==> config.mk <==
export PLATFORM = sky130hd
export DESIGN_NAME = tag_verifier
export DESIGN_NICKNAME = d
export VERILOG_FILES = /design/src/rtl/tag_verifier_pkg.sv /design/src/rtl/tag_verifier_ct_compare.sv /design/src/rtl/tag_verifier.sv
export SDC_FILE = /design/constraint.sdc
export NUM_CORES = 1
export LEC_CHECK = 0
export BUFFER_PORTS_ARGS = -buffer_cell sky130_fd_sc_hd__buf_2
export CAP_MARGIN = 0
export CORE_ASPECT_RATIO = 1.4
export CORE_MARGIN = 1
export CORE_UTILIZATION = 33
export DETAILED_ROUTE_END_ITERATION = 12
export PLACE_DENSITY = 0.53
export SLEW_MARGIN = 20
export SYNTH_ARGS = -nofsm -noshare
export SYNTH_HDL_FRONTEND = slang
export SYNTH_SLANG_ARGS = --single-unit
==> constraint.sdc <==
create_clock -name clk -period 3.44 [get_ports clk]
set_input_delay 0.172 -clock clk [delete_from_list [all_inputs] [get_ports clk]]
set_output_delay 0.172 -clock clk [all_outputs]
set_load 0.02 [all_outputs]
==> src/rtl/tag_verifier_pkg.sv <==
// tag_verifier_pkg: tag-path constants and verifier FSM encoding shared by the AEAD tag logic
package tag_verifier_pkg;
  localparam int TAG_W = 128;
  typedef enum logic [1:0] {IDLE = 2'd0, COMPARE = 2'd1, RESULT = 2'd2} state_t;
endpackage

==> src/rtl/tag_verifier_ct_compare.sv <==
// ct_compare: constant-time tag equality, one W-bit chunk per cycle, most significant chunk first
module ct_compare
  import tag_verifier_pkg::*;
#(
  parameter int W = 32
) (
  input  logic             clk,
  input  logic             rst,
  input  logic             start,
  input  logic [TAG_W-1:0] a,
  input  logic [TAG_W-1:0] b,
  output logic             done,
  output logic             equal
);
  localparam int N = TAG_W / W;
  localparam int CTR_W = $clog2(N) + 1;
  logic [W-1:0] diff, chunk;
  logic [CTR_W-1:0] ctr;
  logic run;
  assign chunk = W'((a ^ b) >> (TAG_W - W - W * int'(ctr)));
  assign done = run && ctr == CTR_W'(N - 1);
  assign equal = (diff | chunk) == '0;
  // clear on start, then fold every chunk in for exactly N cycles regardless of the data
  always_ff @(posedge clk or negedge rst)
    if (!rst) begin
      diff <= '0;
      ctr <= '0;
      run <= 1'b0;
    end else if (start) begin
      diff <= '0;
      ctr <= '0;
      run <= 1'b1;
    end else if (run) begin
      diff <= diff | chunk;
      ctr <= ctr + 1'b1;
      run <= !done;
    end
endmodule

==> src/rtl/tag_verifier.sv <==
// tag_verifier: constant-time AEAD tag check that gates plaintext release and counts failures
module tag_verifier
  import tag_verifier_pkg::*;
#(
  parameter int y = 40,
  parameter int W = 32,
  parameter int FCW = 8
) (
  input  logic                       clk,
  input  logic                       rst,
  input  logic                       dec_ready,
  input  logic [(y > 0 ? y : 1)-1:0] dec_plain,
  input  logic [TAG_W-1:0]           dec_tag,
  input  logic [TAG_W-1:0]           rx_tag,
  input  logic                       out_ack,
  output logic                       busy,
  output logic                       out_valid,
  output logic                       tag_ok,
  output logic [(y > 0 ? y : 1)-1:0] plain_out,
  output logic [FCW-1:0]             fail_count
);
  state_t state, state_next;
  logic rdy_q, start, ok_q, done, equal;
  logic [TAG_W-1:0] tag_q, rx_q;
  // only a rising edge of ready seen while idle starts a check; edges in other states are dropped
  assign start = dec_ready && !rdy_q && state == IDLE;
  ct_compare #(.W(W)) u_cmp (
    .clk(clk),
    .rst(rst),
    .start(start),
    .a(tag_q),
    .b(rx_q),
    .done(done),
    .equal(equal)
  );
  // state register
  always_ff @(posedge clk or negedge rst)
    if (!rst) state <= IDLE;
    else state <= state_next;
  // next state; unused encodings fall back to IDLE
  always_comb
    state_next = state == IDLE    ? (start ? COMPARE : IDLE)
               : state == COMPARE ? (done ? RESULT : COMPARE)
               : state == RESULT  ? (out_ack ? IDLE : RESULT)
               : IDLE;
  // outputs; the verdict is only visible while RESULT holds
  always_comb begin
    busy = state == COMPARE || state == RESULT;
    out_valid = state == RESULT;
    tag_ok = out_valid && ok_q;
  end
  // ready edge detector, tag captures, verdict latch and saturating failure counter
  always_ff @(posedge clk or negedge rst)
    if (!rst) begin
      rdy_q <= 1'b0;
      tag_q <= '0;
      rx_q <= '0;
      ok_q <= 1'b0;
      fail_count <= '0;
    end else begin
      rdy_q <= dec_ready;
      if (start) begin
        tag_q <= dec_tag;
        rx_q <= rx_tag;
      end
      if (state == COMPARE && done) begin
        ok_q <= equal;
        if (!equal && fail_count != '1) fail_count <= fail_count + 1'b1;
      end
    end
  if (y > 0) begin : g_plain
    logic [y-1:0] plain_q;
    // plaintext capture, released only behind a good verdict
    always_ff @(posedge clk or negedge rst)
      if (!rst) plain_q <= '0;
      else if (start) plain_q <= dec_plain;
    assign plain_out = tag_ok ? plain_q : '0;
  end else begin : g_no_plain
    logic unused_plain;
    assign unused_plain = ^dec_plain;
    assign plain_out = 1'b0;
  end
endmodule

# After elaboration in Yosys (flattened, before gate mapping)
# Index checks and enable logic that the tools add are counted.
# totals
word_cells	47
inputBits	300
output_inout_bits	51
register_bits	344
# classes
n_reduce_logical	14
n_shift	1
n_bitwise	2
muxes	13
n_eq_ne	4
add_sub_neg	3
# ops
operator	n
128-bit by 32-bit >> shifter with 32-bit output	1
128-bit bitwise XOR	1
32-bit two-way mux	2
40-bit two-way mux	1
32-bit zero test	1
32-bit bitwise OR	1
2-bit two-way mux	5
7-bit by 8-bit subtractor with 9-bit output (first input constant)	1
8-bit by 1-bit adder with 8-bit output (second input constant)	1
8-bit inequality test (second input constant)	1
1-bit logical AND	6
3-bit two-way mux	2
3-bit by 1-bit adder with 3-bit output (second input constant)	1
3-bit by 2-bit == test with 1-bit output (second input constant)	1
1-bit zero test	3
1-bit two-way mux	3
2-bit by 1-bit == test with 1-bit output (second input constant)	1
2-bit == test (second input constant)	1
2-bit zero test	1
2-bit AND reduction	1
2-bit nonzero test	1
1-bit logical OR	1

# Depth between registers and ports, before layout
# depth
depth_word	7
mapped_depth	11
mapped_depth_nobuf	7

# Hierarchy
# A second synthesis with hierarchy kept.
# hier_totals
cells_unflattened	1742
hier_area_um2	15683.8
# by_module_without_submodules
mod	area_each_um2	cells_each	seq_area_each_um2	instances
tag_verifier	12011.5	1351	7707.4	1
ct_compare	3672.3	391	900.9	1

# Worst setup path before layout
# Ideal clock, no wire load.
# synth_path
kind	register -> register
from	register u_cmp.ctr[1]
to	register fail_count[1]
slack_ns	0.800
period_less_slack_ns	2.640
path_buffers	1
required_time_ns	3.315
stages_incl_launch_ff	9
setup_ns	0.125
t_arrival_ns	2.515
cell_sequence	dfrtp_1 buf_6 inv_4 mux4_2 or4_1 a221oi_2 a211oi_2 or2_4 mux2_4
# synth_via
elab_chain_cells	7
elab_cells_between_ends	10
cone_classes	add/sub: 1; eq/ne: 1; shift: 1; bitwise: 1; reduce/logical: 6
# synth_lines
item	line	text
start, declared	tag_verifier_ct_compare.sv:18	logic [CTR_W-1:0] ctr;
start signal, assigned	tag_verifier_ct_compare.sv:35	ctr <= ctr + 1'b1;
7-bit by 8-bit subtractor with 9-bit output	tag_verifier_ct_compare.sv:20	assign chunk = W'((a ^ b) >> (TAG_W - W - W * int'(ctr)));
128-bit by 32-bit >> shifter with 32-bit output	tag_verifier_ct_compare.sv:20	
32-bit bitwise OR	tag_verifier_ct_compare.sv:22	assign equal = (diff | chunk) == '0;
32-bit zero test	tag_verifier_ct_compare.sv:22	
1-bit zero test	tag_verifier.sv:68	if (!equal && fail_count != '1) fail_count <= fail_count + 1'b1;
1-bit logical AND	tag_verifier.sv:68	
2-bit AND reduction (no line) (*)	-	
end signal, assigned	tag_verifier.sv:68	
end, declared	tag_verifier.sv:20	output logic [FCW-1:0] fail_count
# Mark *: on every way between the ends. The rest lies on a longest branch, timed or not.
# A chain may end at the register's enable or synchronous reset.

# Worst setup path after layout
# layout_path
from	register u_cmp.ctr[0]
to	register fail_count[1]
# The elaborated chain is that of the path after synthesis.

==> metrics.yaml <==
place:
  hpwl_mm: 35.8
  port_buffers: 350
  gp_congestion: 0.883
grt:
  grtUsageTotal: 0.220
  grt_max_degree: 186
  grt_pass1_vias: 14351
  antenna_found_initial: 3
  overflow: 0
  grt_pass1_wl_mm: 79.1
critical_path:
  cp_slowest_cell: "a41oi_1"
  ff2ff_path_depth: 8
  worstPathArrival_ns: 3.55
  worstPathCellList: "inv_4 > buf_4 > mux4_2 > a21oi_1 > a211oi_2 > a41oi_1 > or2_4 > mux2_4"
  critPathMaxStageDelay_ns: 0.57
  worstPathRequired_ns: 3.86
  end_kind: "flip-flop"
  critPathLaunchType: "flip-flop"
  crit_start: "u_cmp.ctr[0]$_DFFE_PN0P_"
  crit_fanout: 17
  reg2reg_from: "u_cmp.ctr[0]$_DFFE_PN0P_"
  crit_type: "flip-flop to flip-flop"
clock_tree:
  clock-root-buffer: "clkbuf_16"
  clock_latency_ns: 0.55
  clkSinkCount: 344
  clk_pin_slew_ns: 0.06
  ctsHtreeMaxLevel: 2
  cts_tree: "built"
  clock_path_buffers: 3
  cts_buffers: 39
logic_synthesis:
  synthCells: 1730
  synth_area_sq_mm: 0.0155
  yosysWarnings: 0
  yosysTopAreaCell: "dfrtp_1"
  synth_ff_type: "dfrtp_1"
  async_flop_share: 1.00
  synth.area.top_cells: "dfrtp_1 (56%), nand2_1 (22%), xor2_1 (4.4%), xnor2_1 (3.3%), mux4_2 (2.5%)"
  ys_types: 46
  yosysTopAreaCellShare: 0.556
  synth_edf_count: 0
  ys_ff_latch: 344
  syn_nets: 2036
  yosysSeqAreaShare: 0.556
  synth.avg_cell_area_sq_um: 8.94
routing:
  ant_nets: 0
  firstDrtPassIters: 4
  via_per_inst: 4.61
  routed_wl_mm: 52.2
  drc_errors: 0
  drt_iter0_markers: 674
  vias: 13830
  wl_per_cell_microns: 17.4
cells_and_area:
  drive_gt1_frac: 0.196
  nNetsFinal: 2655
  syn_to_final_growth_pct: 44.0
  regArea_sq_mm: 0.00861
  layout_common_cells: "nand2_1 (907), buf_2 (349), dfrtp_1 (343)"
  final_common_cell: "nand2_1"
  fillCellCount: 4410
  multiInputGateArea_sq_mm: 0.00643
run_status:
  status: "finished clean"
floorplan:
  die_area_sq_mm: 0.0478
  rows: 93
  io_pins: 351
  die_height_microns: 258
  dieWidth_microns: 185
  core_sq_mm: 0.0462
  start_util: 0.335
timing:
  slew_violations: 0
  clock-skew-final_ns: 0.0241
  fin_setup_tns_ns: 0
  hold_violations: 0
  fin_crit_sh: 0.911
  finalSetupViolCount: 0
  relSlewSlack: 0.434
  rsz0062_at_grt: "no"
  worst_pin_slew_ns: 0.849
  max_freq_ghz: 0.319
  period_minus_slack_ns: 3.13
min_path:
  min_path_type: "input port to asynchronous set/reset pin"
power_and_ir_drop:
  p_total_mw: 14.5
  power_leakage_nw: 11.7
  power.density_mw_per_mm2: 651
  ir_drop_v: 0.000376
flow_run:
  drv_cap: 0
-- kinds of logic (layout without fill, tap and decap cells) --
| family | after synthesis | in the layout | synth area share |
|---|---|---|---|
| XOR/XNOR | 136 | 136 | 0.0770 |
| adder cells (fa/ha/maj) | 6 | 6 | 0.00485 |
| AND/OR/NAND/NOR | 1028 | 1028 | 0.262 |
| AO/OA/AOI/OAI | 74 | 74 | 0.0294 |
| multiplexers | 43 | 43 | 0.0419 |
| other | 0 | 3 | 0 |
| flip-flops | 344 | 344 | 0.556 |
| buffers and inverters | 99 | 746 | 0.0280 |
-- sequential cells by signal (all words and copies together) (netlist names) --
register and count:
rx_q 128, tag_q 128, g_plain.plain_q 40, u_cmp.diff 32
fail_count 8, u_cmp.ctr 3, state 2, ok_q 1
rdy_q 1, u_cmp.run 1
-- cells in the mapped netlist (6+ instances only) --
| cell type | count |
|---|---|
| dfrtp_1 | 344 |
| nor2_1 | 43 |
| clkbuf_1 | 83 |
| nor3_1 | 6 |
| nand2_1 | 907 |
| xor2_1 | 77 |
| a21oi_1 | 36 |
| xnor2_1 | 59 |
| mux4_2 | 17 |
| and3_1 | 42 |
| ha_1 | 6 |
| mux2i_1 | 25 |
| nor4_1 | 9 |
| o21ai_0 | 17 |
-- power breakdown --
group          switching, mW  leakage (nW)  internal (mW)
sequential             0.693          4.26           5.02
clock                   1.74         0.702           2.86
combinational           2.40          6.78           1.78
-- final cells by class --
class / instances / area share
sequential: 344 / 0.386
multi-input combinational: 1287 / 0.289
clock inverter: 16 / 0.0126
tap: 617 / 0.0347
timing repair buffer: 671 / 0.225
clock buffer: 53 / 0.0512
antenna: 3 / 0.000337
inverter: 6 / 0.00124
-- final timing paths --
path / to / slack, ns
max in group asynchronous: tag_q[39]$_DFFE_PN0P_ / 2.24
worst max register to register: fail_count[1]$_DFFE_PN0P_ / 0.31
worst min-delay path: g_plain.plain_q[5]$_DFFE_PN0P_ / 0.29
min in group clk: g_plain.plain_q[33]$_DFFE_PN0P_ / 0.35
worst max-delay path: fail_count[1]$_DFFE_PN0P_ / 0.31
worst min register to register: g_plain.plain_q[32]$_DFFE_PN0P_ / 0.47
-- worst max-delay path: cells and delay by family, from the launching register on --
| family | cells | cell delay, ns |
|---|---|---|
| compound gates | 3 | 0.95 |
| buf+inv | 2 | 0.56 |
| flops | 1 | 0.41 |
| mux | 2 | 0.83 |
| simple gates | 1 | 0.25 |
-- per-stage QoR --
step | hold slack, ns | cell area [sq um] | util | setup slack [ns] | instances
CTS | 0.326 | 22300 | 0.482 | 0.332 | 2994
floorplan | -0.124 | 15500 | - | 0.800 | 1730
global route | 0.353 | 22300 | 0.482 | 0.156 | 2997
detailed placement | 0.304 | 17900 | 0.387 | 0.350 | 2626
finish | 0.285 | 22300 | 0.482 | 0.306 | 2997
global placement | 0.294 | 17900 | 0.387 | 0.391 | 2626
-- layer usage --
metal / global-route usage / vias to the layer above / routed length [microns]
met4: 0.116 / 0 / 2670
met1: 0.231 / 6641 / 19100
met3: 0.0259 / 128 / 1820
met5: 0 / - / 0
met2: 0.420 / 372 / 28600
li1: - / 6689 / -
-- timing repair --
action / in CTS / in global routing
hold endpoints to repair: 387 / 0
resized for setup: 0 / 0
hold buffers: 299 / 0
buffers inserted: 0 / 0
Power figures use the tool's default switching activity.
